**src/rtl/rc4_decrypt_core.sv**
```systemverilog
// RC4 decrypt engine: S-box init, key schedule, then keystream XOR of an
// encrypted ROM into a result RAM, with optional plaintext-validity abort.
module rc4_decrypt_core #(
  parameter int KEY_BYTES = 3,
  parameter int MSG_DEPTH = 32,
  parameter int MSG_AW    = $clog2(MSG_DEPTH),
  parameter int RD_LAT    = 1
) (
  input  logic                   clk,
  input  logic                   rst_n,
  input  logic                   start,
  input  logic [KEY_BYTES*8-1:0] key,
  input  logic [MSG_AW:0]        msg_len,
  input  logic                   check_en,
  output logic                   busy,
  output logic                   done,
  output logic                   key_ok,
  output logic [7:0]             s_addr,
  output logic [7:0]             s_wdata,
  output logic                   s_wren,
  input  logic [7:0]             s_rdata,
  output logic [MSG_AW-1:0]      enc_addr,
  input  logic [7:0]             enc_rdata,
  output logic [MSG_AW-1:0]      dec_addr,
  output logic [7:0]             dec_wdata,
  output logic                   dec_wren
);

  localparam int KIW = (KEY_BYTES > 1) ? $clog2(KEY_BYTES) : 1;
  localparam int WCW = (RD_LAT > 1) ? $clog2(RD_LAT) : 1;
  localparam logic [MSG_AW:0] L_DEPTH = (MSG_AW+1)'(MSG_DEPTH);
  localparam logic [MSG_AW:0] L_ONE   = (MSG_AW+1)'(1);
  localparam logic [KIW-1:0]  L_KLAST = KIW'(KEY_BYTES-1);
  localparam logic [WCW-1:0]  L_WLAST = WCW'(RD_LAT-1);

  localparam logic [4:0] S_IDLE    = 5'd0;
  localparam logic [4:0] S_INIT    = 5'd1;
  localparam logic [4:0] S_KSA_RDI = 5'd2;
  localparam logic [4:0] S_KSA_WI  = 5'd3;
  localparam logic [4:0] S_KSA_CJ  = 5'd4;
  localparam logic [4:0] S_KSA_WJ  = 5'd5;
  localparam logic [4:0] S_KSA_SWJ = 5'd6;
  localparam logic [4:0] S_KSA_SWI = 5'd7;
  localparam logic [4:0] S_KSA_NXT = 5'd8;
  localparam logic [4:0] S_PR_I    = 5'd9;
  localparam logic [4:0] S_PR_WI   = 5'd10;
  localparam logic [4:0] S_PR_CJ   = 5'd11;
  localparam logic [4:0] S_PR_WJ   = 5'd12;
  localparam logic [4:0] S_PR_SWJ  = 5'd13;
  localparam logic [4:0] S_PR_SWI  = 5'd14;
  localparam logic [4:0] S_PR_WS   = 5'd15;
  localparam logic [4:0] S_PR_F    = 5'd16;
  localparam logic [4:0] S_PR_WF   = 5'd17;
  localparam logic [4:0] S_PR_XOR  = 5'd18;
  localparam logic [4:0] S_PR_WD   = 5'd19;
  localparam logic [4:0] S_PR_NXT  = 5'd20;
  localparam logic [4:0] S_DONE    = 5'd21;

  logic [4:0]             r_state;
  logic [7:0]             r_i;
  logic [7:0]             r_j;
  logic [7:0]             r_si;
  logic [7:0]             r_sj;
  logic [7:0]             r_enc;
  logic [MSG_AW:0]        r_k;
  logic [MSG_AW:0]        r_len;
  logic [KIW-1:0]         r_kidx;
  logic [KEY_BYTES*8-1:0] r_key;
  logic                   r_chk;
  logic                   r_ok;
  logic [WCW-1:0]         r_wcnt;

  logic                   r_busy;
  logic                   r_done;
  logic                   r_key_ok;
  logic [7:0]             r_s_addr;
  logic [7:0]             r_s_wdata;
  logic                   r_s_wren;
  logic [MSG_AW-1:0]      r_enc_addr;
  logic [MSG_AW-1:0]      r_dec_addr;
  logic [7:0]             r_dec_wdata;
  logic                   r_dec_wren;

  logic [7:0]      w_kb [KEY_BYTES];
  logic [7:0]      w_kbyte;
  logic [7:0]      w_jk;
  logic [7:0]      w_jp;
  logic [MSG_AW:0] w_len;
  logic            w_wlast;
  logic [WCW-1:0]  w_wcnt_nx;
  logic            w_klast;
  logic            w_bad;

  for (genvar g = 0; g < KEY_BYTES; g++) begin : g_kb
    assign w_kb[g] = r_key[(KEY_BYTES-1-g)*8 +: 8];
  end

  function automatic logic f_valid(input logic [7:0] b);
    return ((b >= 8'h61) && (b <= 8'h7a)) || (b == 8'h20);
  endfunction

  assign w_kbyte   = w_kb[r_kidx];
  assign w_jk      = r_j + s_rdata + w_kbyte;
  assign w_jp      = r_j + s_rdata;
  assign w_len     = (msg_len > L_DEPTH) ? L_DEPTH : msg_len;
  assign w_wlast   = (r_wcnt == L_WLAST);
  assign w_wcnt_nx = w_wlast ? '0 : r_wcnt + WCW'(1);
  assign w_klast   = ((r_k + L_ONE) == r_len);
  // the byte just written is still on dec_wdata, so test it there
  assign w_bad     = r_chk && !f_valid(r_dec_wdata);

  always_ff @(posedge clk or negedge rst_n) begin
    if (!rst_n) begin
      r_state     <= S_IDLE;
      r_i         <= '0;
      r_j         <= '0;
      r_si        <= '0;
      r_sj        <= '0;
      r_enc       <= '0;
      r_k         <= '0;
      r_len       <= '0;
      r_kidx      <= '0;
      r_key       <= '0;
      r_chk       <= 1'b0;
      r_ok        <= 1'b0;
      r_wcnt      <= '0;
      r_busy      <= 1'b0;
      r_done      <= 1'b0;
      r_key_ok    <= 1'b0;
      r_s_addr    <= '0;
      r_s_wdata   <= '0;
      r_s_wren    <= 1'b0;
      r_enc_addr  <= '0;
      r_dec_addr  <= '0;
      r_dec_wdata <= '0;
      r_dec_wren  <= 1'b0;
    end else begin
      r_s_wren   <= 1'b0;
      r_dec_wren <= 1'b0;
      case (r_state)
        S_IDLE: begin
          r_done <= 1'b0;
          if (start) begin
            r_key    <= key;
            r_len    <= w_len;
            r_chk    <= check_en;
            r_busy   <= 1'b1;
            r_key_ok <= 1'b0;
            r_i      <= '0;
            r_state  <= S_INIT;
          end
        end
        S_INIT: begin
          r_s_addr  <= r_i;
          r_s_wdata <= r_i;
          r_s_wren  <= 1'b1;
          r_i       <= r_i + 8'd1;
          if (r_i == 8'hff) begin
            r_j     <= '0;
            r_kidx  <= '0;
            r_state <= S_KSA_RDI;
          end
        end
        S_KSA_RDI: begin
          r_s_addr <= r_i;
          r_state  <= S_KSA_WI;
        end
        S_KSA_WI: begin
          r_wcnt <= w_wcnt_nx;
          if (w_wlast) r_state <= S_KSA_CJ;
        end
        S_KSA_CJ: begin
          r_si     <= s_rdata;
          r_j      <= w_jk;
          r_s_addr <= w_jk;
          r_state  <= S_KSA_WJ;
        end
        S_KSA_WJ: begin
          r_wcnt <= w_wcnt_nx;
          if (w_wlast) r_state <= S_KSA_SWJ;
        end
        S_KSA_SWJ: begin
          r_sj      <= s_rdata;
          r_s_addr  <= r_j;
          r_s_wdata <= r_si;
          r_s_wren  <= 1'b1;
          r_state   <= S_KSA_SWI;
        end
        S_KSA_SWI: begin
          r_s_addr  <= r_i;
          r_s_wdata <= r_sj;
          r_s_wren  <= 1'b1;
          r_state   <= S_KSA_NXT;
        end
        S_KSA_NXT: begin
          r_i    <= r_i + 8'd1;
          r_kidx <= (r_kidx == L_KLAST) ? '0 : r_kidx + KIW'(1);
          if (r_i == 8'hff) begin
            r_j <= '0;
            r_k <= '0;
            if (r_len == '0) begin
              r_ok    <= 1'b1;
              r_state <= S_DONE;
            end else begin
              r_state <= S_PR_I;
            end
          end else begin
            r_state <= S_KSA_RDI;
          end
        end
        S_PR_I: begin
          r_i        <= r_i + 8'd1;
          r_s_addr   <= r_i + 8'd1;
          r_enc_addr <= r_k[MSG_AW-1:0];
          r_state    <= S_PR_WI;
        end
        S_PR_WI: begin
          r_wcnt <= w_wcnt_nx;
          if (w_wlast) r_state <= S_PR_CJ;
        end
        S_PR_CJ: begin
          r_si     <= s_rdata;
          r_enc    <= enc_rdata;
          r_j      <= w_jp;
          r_s_addr <= w_jp;
          r_state  <= S_PR_WJ;
        end
        S_PR_WJ: begin
          r_wcnt <= w_wcnt_nx;
          if (w_wlast) r_state <= S_PR_SWJ;
        end
        S_PR_SWJ: begin
          r_sj      <= s_rdata;
          r_s_addr  <= r_j;
          r_s_wdata <= r_si;
          r_s_wren  <= 1'b1;
          r_state   <= S_PR_SWI;
        end
        S_PR_SWI: begin
          r_s_addr  <= r_i;
          r_s_wdata <= r_sj;
          r_s_wren  <= 1'b1;
          r_state   <= S_PR_WS;
        end
        S_PR_WS: r_state <= S_PR_F;
        S_PR_F: begin
          r_s_addr <= r_si + r_sj;
          r_state  <= S_PR_WF;
        end
        S_PR_WF: begin
          r_wcnt <= w_wcnt_nx;
          if (w_wlast) r_state <= S_PR_XOR;
        end
        S_PR_XOR: begin
          r_dec_addr  <= r_k[MSG_AW-1:0];
          r_dec_wdata <= r_enc ^ s_rdata;
          r_dec_wren  <= 1'b1;
          r_state     <= S_PR_WD;
        end
        S_PR_WD: r_state <= S_PR_NXT;
        S_PR_NXT: begin
          if (w_bad) begin
            r_ok    <= 1'b0;
            r_state <= S_DONE;
          end else if (w_klast) begin
            r_ok    <= 1'b1;
            r_state <= S_DONE;
          end else begin
            r_k     <= r_k + L_ONE;
            r_state <= S_PR_I;
          end
        end
        S_DONE: begin
          r_done   <= 1'b1;
          r_busy   <= 1'b0;
          r_key_ok <= r_ok;
          r_state  <= S_IDLE;
        end
        default: r_state <= S_IDLE;
      endcase
    end
  end

  assign busy      = r_busy;
  assign done      = r_done;
  assign key_ok    = r_key_ok;
  assign s_addr    = r_s_addr;
  assign s_wdata   = r_s_wdata;
  assign s_wren    = r_s_wren;
  assign enc_addr  = r_enc_addr;
  assign dec_addr  = r_dec_addr;
  assign dec_wdata = r_dec_wdata;
  assign dec_wren  = r_dec_wren;

endmodule

```
**config.mk**
```make
export PLATFORM = sky130hd
export DESIGN_NAME = rc4_decrypt_core
export DESIGN_NICKNAME = d
export VERILOG_FILES = /design/src/rtl/rc4_decrypt_core.sv
export SDC_FILE = /design/constraint.sdc
export NUM_CORES = 1
export LEC_CHECK = 0
export BUFFER_PORTS_ARGS = -buffer_cell sky130_fd_sc_hd__buf_2
export CELL_PAD_IN_SITES_DETAIL_PLACEMENT = 1
export CELL_PAD_IN_SITES_GLOBAL_PLACEMENT = 1
export CORE_MARGIN = 3
export CORE_UTILIZATION = 43
export CTS_BUF_LIST = sky130_fd_sc_hd__clkbuf_2 sky130_fd_sc_hd__clkbuf_4 sky130_fd_sc_hd__clkbuf_8
export DETAILED_ROUTE_END_ITERATION = 12
export GPL_ROUTABILITY_DRIVEN = 0
export HOLD_SLACK_MARGIN = 0.08
export PLACE_DENSITY_LB_ADDON = 0.1
export SYNTH_ARGS = -nofsm -noshare
export SYNTH_HDL_FRONTEND = slang
export SYNTH_SLANG_ARGS = --single-unit
```
**constraint.sdc**
```tcl
create_clock -name clk -period 2.9 [get_ports clk]
set_input_delay 0.435 -clock clk [delete_from_list [all_inputs] [get_ports clk]]
set_output_delay 0.435 -clock clk [all_outputs]
set_load 0.02 [all_outputs]
```
Yosys cells after proc, flatten, opt, wreduce, memory -nomap -nowiden --
Index checks and enable logic that the tools add are counted.
Storage, ports and cells: flip-flop bits (word level) 125, output and inout port bits 39, logic and storage cells 145
Operators by class: $add $sub $neg 7, order comparisons 4, eq/ne operators 38, multiplexer cells 42, bitwise operators 2, reduce and logical (&&, ||, !) cells 29
Operator list (number):
- $pmux 5 s21 | 1
- $mux 5 | 11
- $pmux 8 s3 | 2
- $pmux 8 s6 | 1
- $eq 5x4->1 const B | 8
- $mux 8 | 4
- $eq 5x5->1 const B | 6
- $add 8x8->8 | 3
- $mux 6 | 4
- $ne 2x2->1 const B | 11
- $eq 5x3->1 const B | 4
- $bmux 8 s2 | 1
- $pmux 8 s2 | 1
- $pmux 6 s2 | 1
- $eq 5x2->1 const B | 2
- $reduce_and 2->1 | 5
- $reduce_or 5->1 | 2
- $mux 1 | 9
- $add 8x1->8 const B | 1
- $eq 8x6->1 const B | 1
- $eq 8x8->1 const B | 1
- $ge 8x7->1 const B | 1
- $le 8x7->1 const B | 1
- $pmux 1 s2 | 4
- other kinds (27) | 37

Longest topological paths before layout --
Gate-level depths: netlist of the first run.
depth in word-level cells 7, depth in mapped cells 14, depth with buffers taken out 14

Worst setup path after synthesis of the first run --
OpenSTA, ideal clock, no wires.
kind input port to flip-flop, start point input port s_rdata[0], end point register r_s_addr[7], in the netlist s_addr[7], arrival time 2872 ps, data required time 2775 ps, setup slack -97 ps, stages 14, buffers on the path 0, cells stage by stage ha_1 -> inv_1 -> fa_1 -> nor2b_1 -> o21a_1 -> or3_1 -> and2_1 -> ha_1 -> o21ai_0 -> nand2b_1 -> a31oi_1 -> xnor2_1 -> o2bb2ai_1 -> a2111oi_0
On the way: word-level cells in the longest chain between the ends 3
Ends and longest elaborated chain:
- from (decl) | RTL line 21 | input logic [7:0] s_rdata,
- $add 8x8->8 * | RTL line 103, 104
- $add 8x8->8 | RTL line 103 | assign w_jk = r_j + s_rdata + w_kbyte;
- $pmux 8 s6 * | RTL line 140 | case (r_state)
- to (signal assigned) | RTL line 154 | r_s_addr <= r_i;
- to (signal assigned) | RTL line 165 | r_s_addr <= r_i;
- to (signal assigned) | RTL line 175 | r_s_addr <= w_jk;
- to (decl) | RTL line 76 | logic [7:0] r_s_addr;
Mark *: on every way between the ends. The rest lies on a longest branch, timed or not. A chain may end at the register's enable or synchronous reset.

Worst setup path in the final report of the first run --
start point register r_j[1], end point register r_s_addr[6], in the netlist s_addr[6]
On the way: word-level cells in the longest chain between the ends 3
Ends and longest elaborated chain:
- from (decl) | RTL line 61 | logic [7:0] r_j;
- from (signal assigned) | RTL line 174 | r_j <= w_jk;
- from (signal assigned) | RTL line 224 | r_j <= w_jp;
- $add 8x8->8 * | RTL line 103, 104
- $add 8x8->8 | RTL line 103
- $pmux 8 s6 * | RTL line 140
Marks and branches as above.

==> results.sh, run 1 <==
export IMPL_worstPathArrival_ns=3.33
export IMPL_num_fill_cells=1853
export IMPL_violations="negative setup slack"
export IMPL_hold_slack_ns=0.212
export IMPL_synth_top_family_by_area="compound AO/OA/AOI/OAI gates"
export IMPL_grt_pass1_vias=6662
export IMPL_synthMuxAreaShare_pct=10.7
export IMPL_design_area_sq_um=8820
export IMPL_routed_wl_um=21900
export IMPL_start_util_pct=44.7
export IMPL_track_usage_pct=24.6
export IMPL_fin_nets=941
export IMPL_rows=46
export IMPL_hp_start="enc_rdata[1]"
export IMPL_period_share_pct=104
export IMPL_die_x_um=135
export IMPL_cts_root_buf="clkbuf_8"
export IMPL_io_pins=89
export IMPL_path_common_cell="ha_1"
export IMPL_grt_busiest_layer="met2"
export IMPL_grtUsageMet3_pct=5.01
export IMPL_drive_gt1_share_pct=31.7
export IMPL_grt_start_max_net_pins=57
export IMPL_p_leak_nw=4.12
export IMPL_vias=6231
export IMPL_cap_violations=0
export IMPL_finalMaxSlewViolations=0
export IMPL_yosys_warnings=0
export IMPL_htree_levels=4
export IMPL_worst_setup_path_start_kind="register"
export IMPL_grt_util_met2_pct=40.0
export IMPL_ant_nets=0
export IMPL_cts_made_buffers=17
export IMPL_hpwl_um=16600
export IMPL_worst_slew_pin_slew_ns=0.770
export IMPL_synth_edf_count=0
export IMPL_cp_max_fo=3
export IMPL_grt_pass1_wl_um=35200
export IMPL_worst_slack_ns=-0.110
export IMPL_cp_slowest_cell="dfrtp_2"
export IMPL_avgRoutedWirePerCell_um=20.0
export IMPL_port_buffers=88
export IMPL_dieArea_sq_um=18400
export IMPL_first_pass_iters=4
export IMPL_drt_initial_drc_count=329
export IMPL_path_class="reg2reg"
export IMPL_hp_class="in2reg"
export IMPL_r2r_start="r_j[1]$_DFFE_PN0P_"
export IMPL_cts_tree="done"
export IMPL_ys_seq_elements=124
export IMPL_finalHoldViolations=0
export IMPL_synth_xor_area_share_pct=4.37
export IMPL_ys_flop_type="dfrtp_1"
export IMPL_rsz0062_at_grt="yes"
export IMPL_cp_cell_sequence="ha_1 > a21o_1 > a22o_1 > o21a_1 > nor2_1 > ha_1 > buf_4 > a21oi_1 > o21ai_1 > xor2_1 > a311oi_1 > nand4_1"
export IMPL_required_ns=3.22
export IMPL_grt_ovfl_total=0
export IMPL_syn_cell_area_sq_um=7210
export IMPL_clk_latency_ns=0.45
export IMPL_vias_per_cell=5.70
export IMPL_synthAdderAreaFrac_pct=4.83
export IMPL_finalClockSkew_ns=0.0118
export IMPL_cts_buffer_depth=2
export IMPL_synth_compound_area_share_pct=18.3
export IMPL_core_sq_um=16100
export IMPL_area_delta_synth_final_pct=22.3
export IMPL_end_kind="register"
export IMPL_max_clock_freq_mhz=332
export IMPL_max_stage_delay_ns=0.46
export IMPL_clk_pin_slew_ns=0.09
export IMPL_crit_path_start="r_j[1]$_DFFE_PN0P_"
export IMPL_yosysUniqueCellTypes=67
export IMPL_synthSimpleGateAreaFrac_pct=15.0
export IMPL_avgSynthCellArea_sq_um=9.83
export IMPL_antenna_found_initial=0
export IMPL_status="complete, but fails checks"
export IMPL_period_needed_ns=3.01
export IMPL_remaining_drc_errors=0
export IMPL_syn_num_nets=809
export IMPL_power_density_nw_per_um2=566
export IMPL_slew_headroom_pct=48.5
export IMPL_synthArstFlopShare_pct=100
export IMPL_irDropWorstVdd_mv=0.290
export IMPL_synth_seq_area_share_pct=43.0
export IMPL_finalSetupViolations=3
export IMPL_syn_inst=733
export IMPL_die_h_um=135
export IMPL_use_met1_pct=32.3
export IMPL_antennaDiodeCount=0
export IMPL_dpl_instance_area_sq_um=8230
export IMPL_cts_sinks=124
## logic make-up (layout without fill, tap and decap cells)
logic type	Yosys count	after routing
compound gates	200	200
xor+xnor	36	36
mux	70	70
flops	124	124
fa+ha+maj	26	26
simple gates	219	219
buf+inv	58	203
## layout by cell type, fill, tap and decap left out, types with 7 or more instances in the layout
master,synthesis,layout
a211oi_1,7,7
nand2b_1,15,15
nor3_1,21,17
a2bb2oi_1,9,9
clkbuf_8,2,17
dfrtp_1,124,122
mux2_2,56,56
nor2b_1,12,12
xor2_1,10,10
buf_2,9,87
a22oi_1,11,11
ha_1,23,20
nand3_1,20,19
and3_1,9,9
nor2_1,35,34
mux2i_1,14,14
xnor2_1,26,23
o21ai_0,63,60
inv_1,19,18
buf_4,0,61
a21oi_1,37,34
nand2_1,72,72
## state kept, by name, summed over array words and instances, names as in the netlist, 8 cells and up
name and count:
r_j 8, s_wdata 8, s_addr 8, r_i 8
r_enc 8, r_sj 8, r_si 8, r_key 24
dec_wdata 8
## critical path: cells and delay by family (launching register included)
kind / cells / cell delay (ns)
simple gates: 2 / 0.26
xor+xnor: 1 / 0.17
compound gates: 6 / 1.26
buf+inv: 1 / 0.16
fa+ha+maj: 2 / 0.57
flops: 1 / 0.46
## Yosys cell counts (3+ instances only)
cell       number  area (sq um)
buf_6           3          33.8
nor3b_1         4          30.0
and3_1          9          56.3
and2_1          5          31.3
ha_1           23           288
nand3_1        20           100
a221oi_1        3          26.3
a31o_1          3          26.3
nor2b_1        12          75.1
a21oi_1        37           185
a22o_1          3          26.3
xnor2_1        26           228
mux2_2         56           631
nand2b_1       15          93.8
mux2i_1        14           140
clkbuf_1       23          86.3
a2111oi_0       4          35.0
o21bai_1        3          22.5
o21a_1          5          37.5
a31oi_1         5          31.3
nor3_1         21           105
buf_2           9          45.0
o31ai_1         5          37.5
a21boi_0        3          22.5
nand4b_1        3          26.3
nand2_1        72           270
dfrtp_1       124          3100
a211oi_1        7          52.6
a221o_1         3          30.0
a22oi_1        11          82.6
nand4_1         3          18.8
or3_1           3          18.8
a2bb2oi_1       9          78.8
nor2_1         35           131
o21ai_0        63           315
a21o_1          6          45.0
or2_2           5          31.3
fa_1            3          60.1
o41ai_1         4          35.0
xor2_1         10          87.6
a222oi_1        3          30.0
inv_1          19          71.3
o211ai_1        5          37.5
## per-stage QoR
| step | utilization [%] | total power, mW | setup WS [ns] | std cells | setup TNS (ns) |
|---|---|---|---|---|---|
| after CTS | 54.1 | 4.89 | -0.144 | 1092 | -0.287 |
| after detailed placement | 51.0 | 3.14 | -0.485 | 1058 | -1.66 |
| after floorplan | - | 2.55 | 0.00639 | 733 | 0 |
| after global placement | 51.0 | 3.06 | -0.257 | 1058 | -0.727 |
| after global routing | 54.7 | 5.26 | -0.217 | 1094 | -0.593 |
| final | 54.7 | 4.99 | -0.110 | 1094 | -0.257 |
## routing by layer
metal  wire length (um)  share of wire (%)  vias up
met4                724                3.3        0
met2              10300                 47      151
met1               9890                 45     3103
met3                971                4.4       42
li1                   -                  -     2935
met5                  0                  0        -
## final timing paths
check                                            to  slack, ns  cells past startpoint
setup / recovery              s_addr[6]$_DFFE_PN0P_      -0.11                     12
hold / removal                 r_enc[1]$_DFFE_PN0P_       0.21                      2
setup reg to reg              s_addr[6]$_DFFE_PN0P_      -0.11                     12
hold reg to reg             enc_addr[1]$_DFFE_PN0P_       0.48                      2
max in group asynchronous        r_j[1]$_DFFE_PN0P_       1.53                      3
min in group asynchronous  dec_wdata[0]$_DFFE_PN0P_       0.51                      2
## timing repair
| item | 4_1_cts | 5_1_grt |
|---|---|---|
| buffers inserted | 1 | 2 |
| hold buffers | 1 | 0 |
| endpoints found under the hold margin | 36 | 0 |
| endpoints found under the setup margin | 5 | 8 |
| pin swaps | 9 | 16 |
| gates resized for setup | 15 | 16 |
## cell type report
| class | instances | area [sq um] | area share [%] |
|---|---|---|---|
| repair buffers | 152 | 963 | 10.9 |
| multi-input cells | 551 | 3980 | 45.2 |
| clock buffers | 18 | 241 | 2.74 |
| well taps | 216 | 270 | 3.06 |
| flip-flops and latches | 124 | 3110 | 35.2 |
| clock inverters | 14 | 183 | 2.07 |
| inverters | 19 | 71.3 | 0.809 |
## power by group
part / internal (mW) / leakage (nW) / switching, mW
clock: 0.879 / 0.210 / 0.775
sequential: 1.80 / 1.58 / 0.0809
combinational: 0.717 / 2.32 / 0.737
Note: power is estimated with default switching activity, not from simulation.
==> run 2: changes to the inputs <==
- ABC_AREA: not set -> 1
- CORE_UTILIZATION: 43 -> 40
==> run 2 against run 1 <==
Against the previous run: core utilization down 6.6 points; non-clock buffer count down 45; combinational power down 19%; critical endpoint is now s_addr[7]$_DFFE_PN0P_; count of clock-buffer cells in the layout up 2; via count up 6.4%; synthesized cell count up 28%; hold slack worse by 0.044 ns; largest power group unchanged; critical path depth up 4; highest routed layer unchanged; the run now ends clean; cell area down 4.9%.
==> results.sh, run 2 <==
export IMPL_status="finished clean"
export IMPL_grt_busiest_layer="met2"
export IMPL_first_pass_iters=4
export IMPL_ant_nets=0
export IMPL_grt_pass1_wl_um=35900
export IMPL_use_met1_pct=30.3
export IMPL_hold_slack_ns=0.167
export IMPL_drive_gt1_share_pct=18.1
export IMPL_synth_edf_count=0
export IMPL_vias_per_cell=5.17
export IMPL_worstPathArrival_ns=3.05
export IMPL_synth_top_area_share_pct=43.2
export IMPL_yosysUniqueCellTypes=42
export IMPL_required_ns=3.25
export IMPL_layout_common_cells="nand2_1 (304), dfrtp_1 (124), inv_1 (103)"
export IMPL_synth_most_common_cell="nand2_1"
export IMPL_vias=6627
export IMPL_num_fill_cells=2229
export IMPL_die_h_um=140
export IMPL_routed_wl_um=21900
export IMPL_end_kind="register"
export IMPL_track_usage_pct=23.1
export IMPL_synth_seq_area_share_pct=43.2
export IMPL_period_needed_ns=2.70
export IMPL_syn_inst=938
export IMPL_finalHoldViolations=0
export IMPL_die_x_um=140
export IMPL_p_sw_mw=1.51
export IMPL_swShare_pct=32.4
export IMPL_antennaDiodeCount=0
export IMPL_grtUsageMet3_pct=4.17
export IMPL_cp_max_fo=4
export IMPL_grt_util_met2_pct=38.6
export IMPL_ys_flop_type="dfrtp_1"
export IMPL_layout_commonest_cell="nand2_1"
export IMPL_yosysTopAreaCell="dfrtp_1"
export IMPL_finalSetupViolations=0
export IMPL_worst_slack_ns=0.197
export IMPL_area_delta_synth_final_pct=16.8
export IMPL_internal_power_mw=3.15
export IMPL_power_density_nw_per_um2=556
export IMPL_drt_initial_drc_count=302
export IMPL_worst_slew_pin_slew_ns=0.610
export IMPL_slew_headroom_pct=59.4
export IMPL_finish_utilization_pct=48.2
export IMPL_path_class="reg2reg"
export IMPL_hpwl_um=16600
export IMPL_finalClockSkew_ns=0.00971
export IMPL_pwr_share_clk_pct=34.6
export IMPL_period_share_pct=93.2
export IMPL_seqPwrFrac_pct=40.3
export IMPL_largest_register_ffs=24
export IMPL_syn_cell_area_sq_um=7180
export IMPL_top_register="r_key"
export IMPL_avgSynthCellArea_sq_um=7.66
export IMPL_rows=48
export IMPL_placed_cells=1248
export IMPL_fin_nets=1121
export IMPL_cts_buffer_depth=2
export IMPL_irDropWorstVdd_mv=0.296
export IMPL_core_sq_um=17400
export IMPL_stdcell_count=1283
export IMPL_multi_input_area_sq_um=3560
export IMPL_yosys_top_cells_count="nand2_1 (304), dfrtp_1 (124), inv_1 (103)"
export IMPL_cts_sinks=124
export IMPL_hp_class="in2reg"
export IMPL_avgRoutedWirePerCell_um=17.1
export IMPL_remaining_drc_errors=0
export IMPL_seq_area_sq_um=3100
export IMPL_start_util_pct=41.2
export IMPL_p_comb_share_pct=25.1
export IMPL_rsz0062_at_grt="yes"
export IMPL_finalMaxSlewViolations=0
export IMPL_io_pins=89
export IMPL_max_clock_freq_mhz=370
export IMPL_cts_root_buf="clkbuf_8"
export IMPL_worst_setup_path_start_kind="register"
export IMPL_grt_pass1_vias=6777
export IMPL_clk_latency_ns=0.45
export IMPL_grt_start_max_net_pins=57
export IMPL_port_buffers=88
export IMPL_synthArstFlopShare_pct=100
export IMPL_cts_tree="done"
export IMPL_ys_seq_elements=124
export IMPL_cts_made_buffers=17
export IMPL_place_ws_ns=0.0191
export IMPL_grt_ovfl_total=0
export IMPL_dieArea_sq_um=19600
export IMPL_antenna_found_initial=0
export IMPL_p_leak_nw=4.34
export IMPL_clk_pin_slew_ns=0.07
export IMPL_cap_violations=0
export IMPL_syn_num_nets=1014
export IMPL_yosys_warnings=0
export IMPL_yosys_top_cells_area="dfrtp_1 (43%), nand2_1 (16%), inv_1 (5.4%)"
export IMPL_htree_levels=4
run 2: cell count changes after synthesis, sizes merged, moves of 14 or more:
cell,delta
nand2,+242
inv,+97
mux2,-56
nand3,+47
nor2,+36
xnor2,-17
clkbuf,-16
o22ai,+16
nand2b,-15
mux2i,-14
nor3,-14
run 2: layer usage:
layer,part of all wire [%],vias to the layer above
met2,48,117
met5,0,-
li1,-,3253
met4,2.5,0
met1,46,3219
met3,3.8,38
run 2: final timing paths:
kind / startpoint / end / depth (start not counted) / slack (ns)
min: key[9] / r_key[9]$_DFFE_PN0P_ / 3 / 0.17
max in group asynchronous: rst_n / r_si[1]$_DFFE_PN0P_ / 3 / 1.56
max reg2reg: r_j[0]$_DFFE_PN0P_ / s_addr[7]$_DFFE_PN0P_ / 16 / 0.20
min reg2reg: s_addr[3]$_DFFE_PN0P_ / s_addr[3]$_DFFE_PN0P_ / 2 / 0.48
max: r_j[0]$_DFFE_PN0P_ / s_addr[7]$_DFFE_PN0P_ / 16 / 0.20
min in group asynchronous: rst_n / dec_wren$_DFF_PN0_ / 2 / 0.53
run 2: kinds of logic after synthesis:
group,share of synthesized area [%]
AO/OA/AOI/OAI,11.6
XOR/XNOR,3.41
adder cells (fa/ha/maj),4.84
buffers and inverters,7.47
flip-flops,43.2
AND/OR/NAND/NOR,29.5
run 2: power groups by stage:
stage / Combinational, mW / Clock, mW / Sequential (mW)
after floorplan: 0.756 / 0 / 1.88
after global placement: 1.07 / 0 / 1.91
after detailed placement: 1.09 / 0 / 1.91
after CTS: 1.10 / 1.65 / 1.88
after global routing: 1.33 / 1.72 / 1.88
final: 1.17 / 1.61 / 1.88
run 2: repair_timing:
item / 4_1_cts / 5_1_grt
hold endpoints to repair: 43 / 0
buffers inserted: 0 / 2
hold buffers: 1 / 0
resized for setup: 0 / 2
endpoints found under the setup margin: 0 / 4
run 2: metrics by stage:
step	instance area, sq um	power, mW	setup TNS (ns)
global route	8390	4.93	-0.144
detailed placement	7940	3.00	0
finish	8390	4.66	0
global placement	7940	2.98	0
CTS	8360	4.63	0
floorplan	7180	2.64	0
run 2: layout make-up:
| class | instances | share of cell area [%] |
|---|---|---|
| multi-input combinational | 679 | 42.4 |
| sequential | 124 | 37.0 |
| timing repair buffer | 107 | 7.16 |
| inverter | 116 | 5.19 |
| tap | 225 | 3.36 |
| clock buffer | 20 | 3.13 |
| clock inverter | 12 | 1.74 |
run 2: critical path, cell delays in order (launching register included):
cell	delay, ns
dfrtp_1	0.35
ha_1	0.18
inv_1	0.06
fa_1	0.39
inv_1	0.09
nand3_1	0.07
nand2_1	0.08
xnor2_1	0.11
inv_1	0.09
ha_1	0.34
a21oi_1	0.23
o21ai_0	0.10
a21oi_1	0.17
nand3b_1	0.15
nand3_1	0.08
nand3_1	0.07
nand2_1	0.05
